[src/rtl/wb_pkg.sv]
// wb_pkg: shared load-type encodings, writeback FSM states and link register index
package wb_pkg;
    localparam logic [2:0] LT_LW  = 3'd0;
    localparam logic [2:0] LT_LH  = 3'd1;
    localparam logic [2:0] LT_LHU = 3'd2;
    localparam logic [2:0] LT_LB  = 3'd3;
    localparam logic [2:0] LT_LBU = 3'd4;
    localparam logic [4:0] LINK_REG = 5'd31;
    typedef enum logic {
        IDLE     = 1'b0,
        WAIT_MEM = 1'b1
    } wb_state_t;
endpackage

[src/rtl/wb_load_align.sv]
// wb_load_align: little-endian lane select and sign/zero extension of a loaded word
module wb_load_align
    import wb_pkg::*;
(
    input  logic [31:0] i_rdata,
    input  logic [1:0]  i_addr,
    input  logic [2:0]  i_load_type,
    output logic [31:0] o_data
);
    logic [15:0] w_half;
    logic [7:0]  w_byte;
    always_comb begin
        w_half = i_addr[1] ? i_rdata[31:16] : i_rdata[15:0];
        w_byte = i_rdata[{i_addr, 3'b000} +: 8];
        o_data = (i_load_type == LT_LH)  ? {{16{w_half[15]}}, w_half} :
                 (i_load_type == LT_LHU) ? {16'h0, w_half} :
                 (i_load_type == LT_LB)  ? {{24{w_byte[7]}}, w_byte} :
                 (i_load_type == LT_LBU) ? {24'h0, w_byte} : i_rdata;
    end
endmodule

[src/rtl/wb_writeback_unit.sv]
// wb_writeback_unit: drives the register-file write port from ALU, jal and load results,
// stalling upstream while a variable-latency load is outstanding.
module wb_writeback_unit
    import wb_pkg::*;
#(
    parameter int TIMEOUT_CYCLES = 256,
    parameter int CNT_W          = 9
) (
    input  logic        i_clock,
    input  logic        i_reset,
    input  logic        i_valid,
    output logic        o_ready,
    input  logic        i_reg_write,
    input  logic        i_mem_to_reg,
    input  logic        i_jal,
    input  logic [4:0]  i_dest,
    input  logic [31:0] i_alu_result,
    input  logic [31:0] i_link_addr,
    input  logic [2:0]  i_load_type,
    input  logic        i_mem_rdata_valid,
    input  logic [31:0] i_mem_rdata,
    output logic        o_wb_en,
    output logic [4:0]  o_wb_addr,
    output logic [31:0] o_wb_data,
    output logic        o_stall,
    output logic        o_load_timeout
);
    wb_state_t        r_state, w_next;
    logic [CNT_W-1:0] r_cnt;
    logic [4:0]       r_dest;
    logic [2:0]       r_type;
    logic [1:0]       r_addr;
    logic             r_wb_en, r_timeout;
    logic [4:0]       r_wb_addr;
    logic [31:0]      r_wb_data;
    logic             w_waiting, w_transfer, w_load, w_done, w_expire, w_wr;
    logic [4:0]       w_wr_addr;
    logic [31:0]      w_wr_data, w_aligned;

    wb_load_align u_align (
        .i_rdata     (i_mem_rdata),
        .i_addr      (r_addr),
        .i_load_type (r_type),
        .o_data      (w_aligned)
    );

    always_comb begin
        w_waiting  = (r_state == WAIT_MEM);
        w_transfer = i_valid & ~w_waiting;
        w_load     = w_transfer & i_reg_write & i_mem_to_reg & ~i_jal;
        w_done     = w_waiting & i_mem_rdata_valid;
        w_expire   = w_waiting & ~i_mem_rdata_valid & (r_cnt == CNT_W'(TIMEOUT_CYCLES - 1));
        w_wr_addr  = w_waiting ? r_dest : (i_jal ? LINK_REG : i_dest);
        w_wr_data  = w_waiting ? w_aligned : (i_jal ? i_link_addr : i_alu_result);
        // $0 is never written, but a load to $0 still waits so memory ordering holds
        w_wr       = (w_done | (w_transfer & i_reg_write & (i_jal | ~i_mem_to_reg))) & (w_wr_addr != 5'd0);
        w_next     = w_load ? WAIT_MEM : ((w_done | w_expire) ? IDLE : r_state);
    end

    always_ff @(posedge i_clock) begin
        if (i_reset) begin
            r_state   <= IDLE;
            r_cnt     <= '0;
            r_dest    <= '0;
            r_type    <= '0;
            r_addr    <= '0;
            r_wb_en   <= 1'b0;
            r_wb_addr <= '0;
            r_wb_data <= '0;
            r_timeout <= 1'b0;
        end else begin
            r_state   <= w_next;
            r_wb_en   <= w_wr;
            r_timeout <= w_expire;
            if (w_load) begin
                r_cnt  <= '0;
                r_dest <= i_dest;
                r_type <= i_load_type;
                r_addr <= i_alu_result[1:0];
            end else if (w_waiting) begin
                r_cnt <= r_cnt + 1'b1;
            end
            if (w_wr) begin
                r_wb_addr <= w_wr_addr;
                r_wb_data <= w_wr_data;
            end
        end
    end

    assign o_ready        = (r_state == IDLE);
    assign o_stall        = ~o_ready;
    assign o_wb_en        = r_wb_en;
    assign o_wb_addr      = r_wb_addr;
    assign o_wb_data      = r_wb_data;
    assign o_load_timeout = r_timeout;
endmodule
[config.mk]
export PLATFORM = sky130hd
export DESIGN_NAME = wb_writeback_unit
export DESIGN_NICKNAME = d
export VERILOG_FILES = /design/src/rtl/wb_pkg.sv /design/src/rtl/wb_load_align.sv /design/src/rtl/wb_writeback_unit.sv
export SDC_FILE = /design/constraint.sdc
export NUM_CORES = 1
export LEC_CHECK = 0
export ABC_CLOCK_PERIOD_IN_PS = 1910
export BUFFER_PORTS_ARGS = -buffer_cell sky130_fd_sc_hd__buf_2
export CORE_MARGIN = 2
export CORE_UTILIZATION = 45
export DETAILED_ROUTE_END_ITERATION = 8
export GPL_ROUTABILITY_DRIVEN = 1
export PLACE_DENSITY = 0.84
export SYNTH_ARGS = -nofsm -noshare
export SYNTH_HDL_FRONTEND = slang
export SYNTH_HIERARCHICAL = 1
export SYNTH_SLANG_ARGS = --single-unit
[constraint.sdc]
create_clock -name i_clock -period 1.91 [get_ports i_clock]
set_input_delay 0.382 -clock i_clock [delete_from_list [all_inputs] [get_ports i_clock]]
set_output_delay 0.382 -clock i_clock [all_outputs]
set_load 0.02 [all_outputs]
==> flow_metrics.tcl <==
set metrics [dict create \
    first_iter_violations 263 \
    rsz0062_at_grt "true" \
    ys_warn_count 6 \
    cts_buffers 9 \
    vias 4411 \
    finalHoldViolations 0 \
    fin_nets 762 \
    p_per_area_mw_per_mm2 602.9 \
    worstHoldEndpoint "o_load_timeout" \
    fin_crit_sh 0.9751 \
    routedWlPerCell_um 16.96 \
    dieArea_sq_mm 0.009766 \
    ctsRootBufferMaster "clkbuf_8" \
    worstHoldStart "i_mem_rdata_valid" \
    ys_ff_latch 59 \
    yosys.cell_count.top_type "nand2_1" \
    n_antenna_cell 0 \
    start_util 0.4640 \
    drc 0 \
    clock_latency_ns 0.36 \
    postRouteAntennaNets 0 \
    worstSetupEndpointType "register" \
    yosysTopAreaCell "dfxtp_1" \
    grt_pass1_vias 4255 \
    ys_seq_area_frac 0.2919 \
    maxCapViolCount 0 \
    grt_max_degree 37 \
    cp.arrival_ns 2.09 \
    die_h_um 98.83 \
    clock_sinks 59 \
    synth.top_cell.area_share 0.2919 \
    fp-row-count 34 \
    pin_count 152 \
    finalSetupViolations 0 \
    min_path_cells 2 \
    fin_setup_tns_ns 0 \
    htreeDepth 3 \
    required_ns 2.14 \
    cts_tree "done" \
    grt_pass1_wl_um 20250 \
    hpwlAfterDp_um 9547 \
    synth-edff-count 0 \
    layout_setup_ws_ns 0.04757 \
    routabilityCongestion 0.9846 \
    synth.avg_cell_area_sq_um 8.093 \
    synthesis.nets 613 \
    hold_class "in -> reg" \
    ff2ff_setup_slack_ns 0.05 \
    p_leak_nw 2.647 \
    path_class "reg -> reg" \
    track_usage 0.2549 \
    drive_above_1_share 0.3410 \
    syn_area_sq_mm 0.004046 \
    overflow 0 \
    crit_fanout 7 \
    fmax_mhz 536.9 \
    clock_path_buffers 2 \
    r2r_end "o_wb_data[9]" \
    period_minus_slack_ns 1.862 \
    async_flop_share 0 \
    fin_skew_ns 0.01451 \
    dr.pass1.iters 5 \
    antenna_found_initial 0 \
    worst_slew_pin_slew_ns 0.5249 \
    slew_headroom 0.6501 \
    ys_types 58 \
    r2r_start "r_addr[1]" \
    die-width_um 98.83 \
    postCtsHoldBufs 0 \
    dp_slack_ns -0.1803 \
    ir_worst_vdd_uv 485.4 \
    viasPerCell 5.789 \
    slew_violations 0 \
    core_area_sq_mm 0.008721 \
    clk_pin_slew_ns 0.09 \
    outcome "finished, final reports clean" \
    design_area_sq_mm 0.005235 \
    rr_worst_depth 6 \
    cp-start-kind "register" \
    synth_flop_cell "dfxtp_1" \
    yosys-top-cells-area "dfxtp_1 29%, mux2i_1 21%, nand2_1 9.6%, o211ai_1 6.1%, a21oi_1 2.2%" \
    place_area_sq_mm 0.004918 \
    wl_um 12930 \
    area_delta_synth_final_pct 29.38 \
    portBuffers 151 \
    synth_cells 500 \
    hold_ws_ns 0.2198 \
    ys_top_cells_by_count "103 x nand2_1, 85 x mux2i_1, 59 x dfxtp_1, 33 x o211ai_1, 22 x nor2_1" \
]
[metal layers]
layer | track usage | share of wire | up-vias
met5 | 0 | 0 | -
met4 | 0.1033 | 0.035 | 0
met3 | 0.06809 | 0.088 | 49
met2 | 0.4246 | 0.48 | 228
met1 | 0.3120 | 0.39 | 2042
li1 | - | - | 2092
[layout by cell type, fill, tap and decap left out, types with 3 or more instances in the layout]
cell      netlist  routed
o41ai_1         7       7
or3_1           4       4
maj3_1          7       7
nor2_1         22      22
buf_2          11     151
a21boi_0        7       5
inv_6           0       4
inv_1          17      17
clkbuf_8        0       9
mux2i_1        85      84
nand4_1         3       3
o21ai_0         3       3
nand2_1       103     102
a31o_2          3       3
buf_4           2      21
dfxtp_1        59      56
buf_12          2       4
o211ai_1       33      33
nand3_1        18      18
nor3_1         13      12
o221ai_1        6       6
a21oi_1        18      18
xor2_1          6       6
[report_power, final]
part | leakage [nW] | internal (mW) | switching (mW)
sequential | 0.482 | 1.28 | 0.0381
clock | 0.0872 | 0.490 | 0.605
combinational | 2.08 | 0.331 | 0.409
total | 2.65 | 2.11 | 1.05
[registers in the layout, indices dropped and copies added, names as in the netlist, 2 cells and up]
| name | cells |
|---|---|
| o_wb_addr | 5 |
| r_type | 3 |
| r_addr | 2 |
| o_wb_data | 32 |
| r_dest | 5 |
| r_cnt | 9 |
[area by class of cell]
class	count	area (sq um)
multi-input cells	382	2640
fillers	768	3486
clock buffers	9	123.9
inverters	19	71.32
repair buffers	178	1016
well taps	108	135.1
flip-flops and latches	59	1190
clock inverters	7	58.81
[kinds of logic (layout without fill, tap and decap cells)]
kind of cell / count (synthesis) / in the layout / synth area share
compound gates: 92 / 92 / 0.1642
buf+inv: 60 / 213 / 0.07637
simple gates: 184 / 185 / 0.2059
fa+ha+maj: 9 / 9 / 0.02350
xor+xnor: 9 / 9 / 0.01948
flops: 59 / 59 / 0.2919
mux: 87 / 87 / 0.2186
[critical path, stage by stage (launching register included)]
cell and delay [ns]:
dfxtp_4 0.36, mux4_2 0.55, nor4bb_4 0.32, buf_6 0.17, nor3_1 0.06, o211ai_1 0.17
mux2i_1 0.10
[through the flow]
stage          cells  total power [mW]    util
3_5_place_dp     742             2.063  0.5640
5_1_grt          762             3.301  0.6003
2_1_floorplan    500             1.786       -
4_1_cts          758             3.145  0.5888
3_3_place_gp     742             2.043  0.5640
6_report         762             3.156  0.6003
[worst max path at each step]
stage                                from      endpoint  slack, ns  cells past startpoint
final                           r_addr[1]  o_wb_data[9]       0.05                      6
after global routing            r_addr[1]  o_wb_data[9]      -0.02                      6
after CTS                       r_addr[1]  o_wb_data[9]       0.02                      6
after detailed placement  i_mem_rdata[15]  o_wb_data[9]      -0.18                      7
after global placement    i_mem_rdata[15]  o_wb_data[8]      -0.12                      7
after floorplan                   o_stall  o_wb_addr[1]       0.02                      6
[repair_timing]
item                                   CTS  global route
endpoints found under the hold margin    0             0
pin swaps                                0             4
resized for setup                        8            15
setup endpoints to repair               27            33
gates cloned                             0             1
buffers inserted                         0             3
Power figures use the tool's default switching activity.
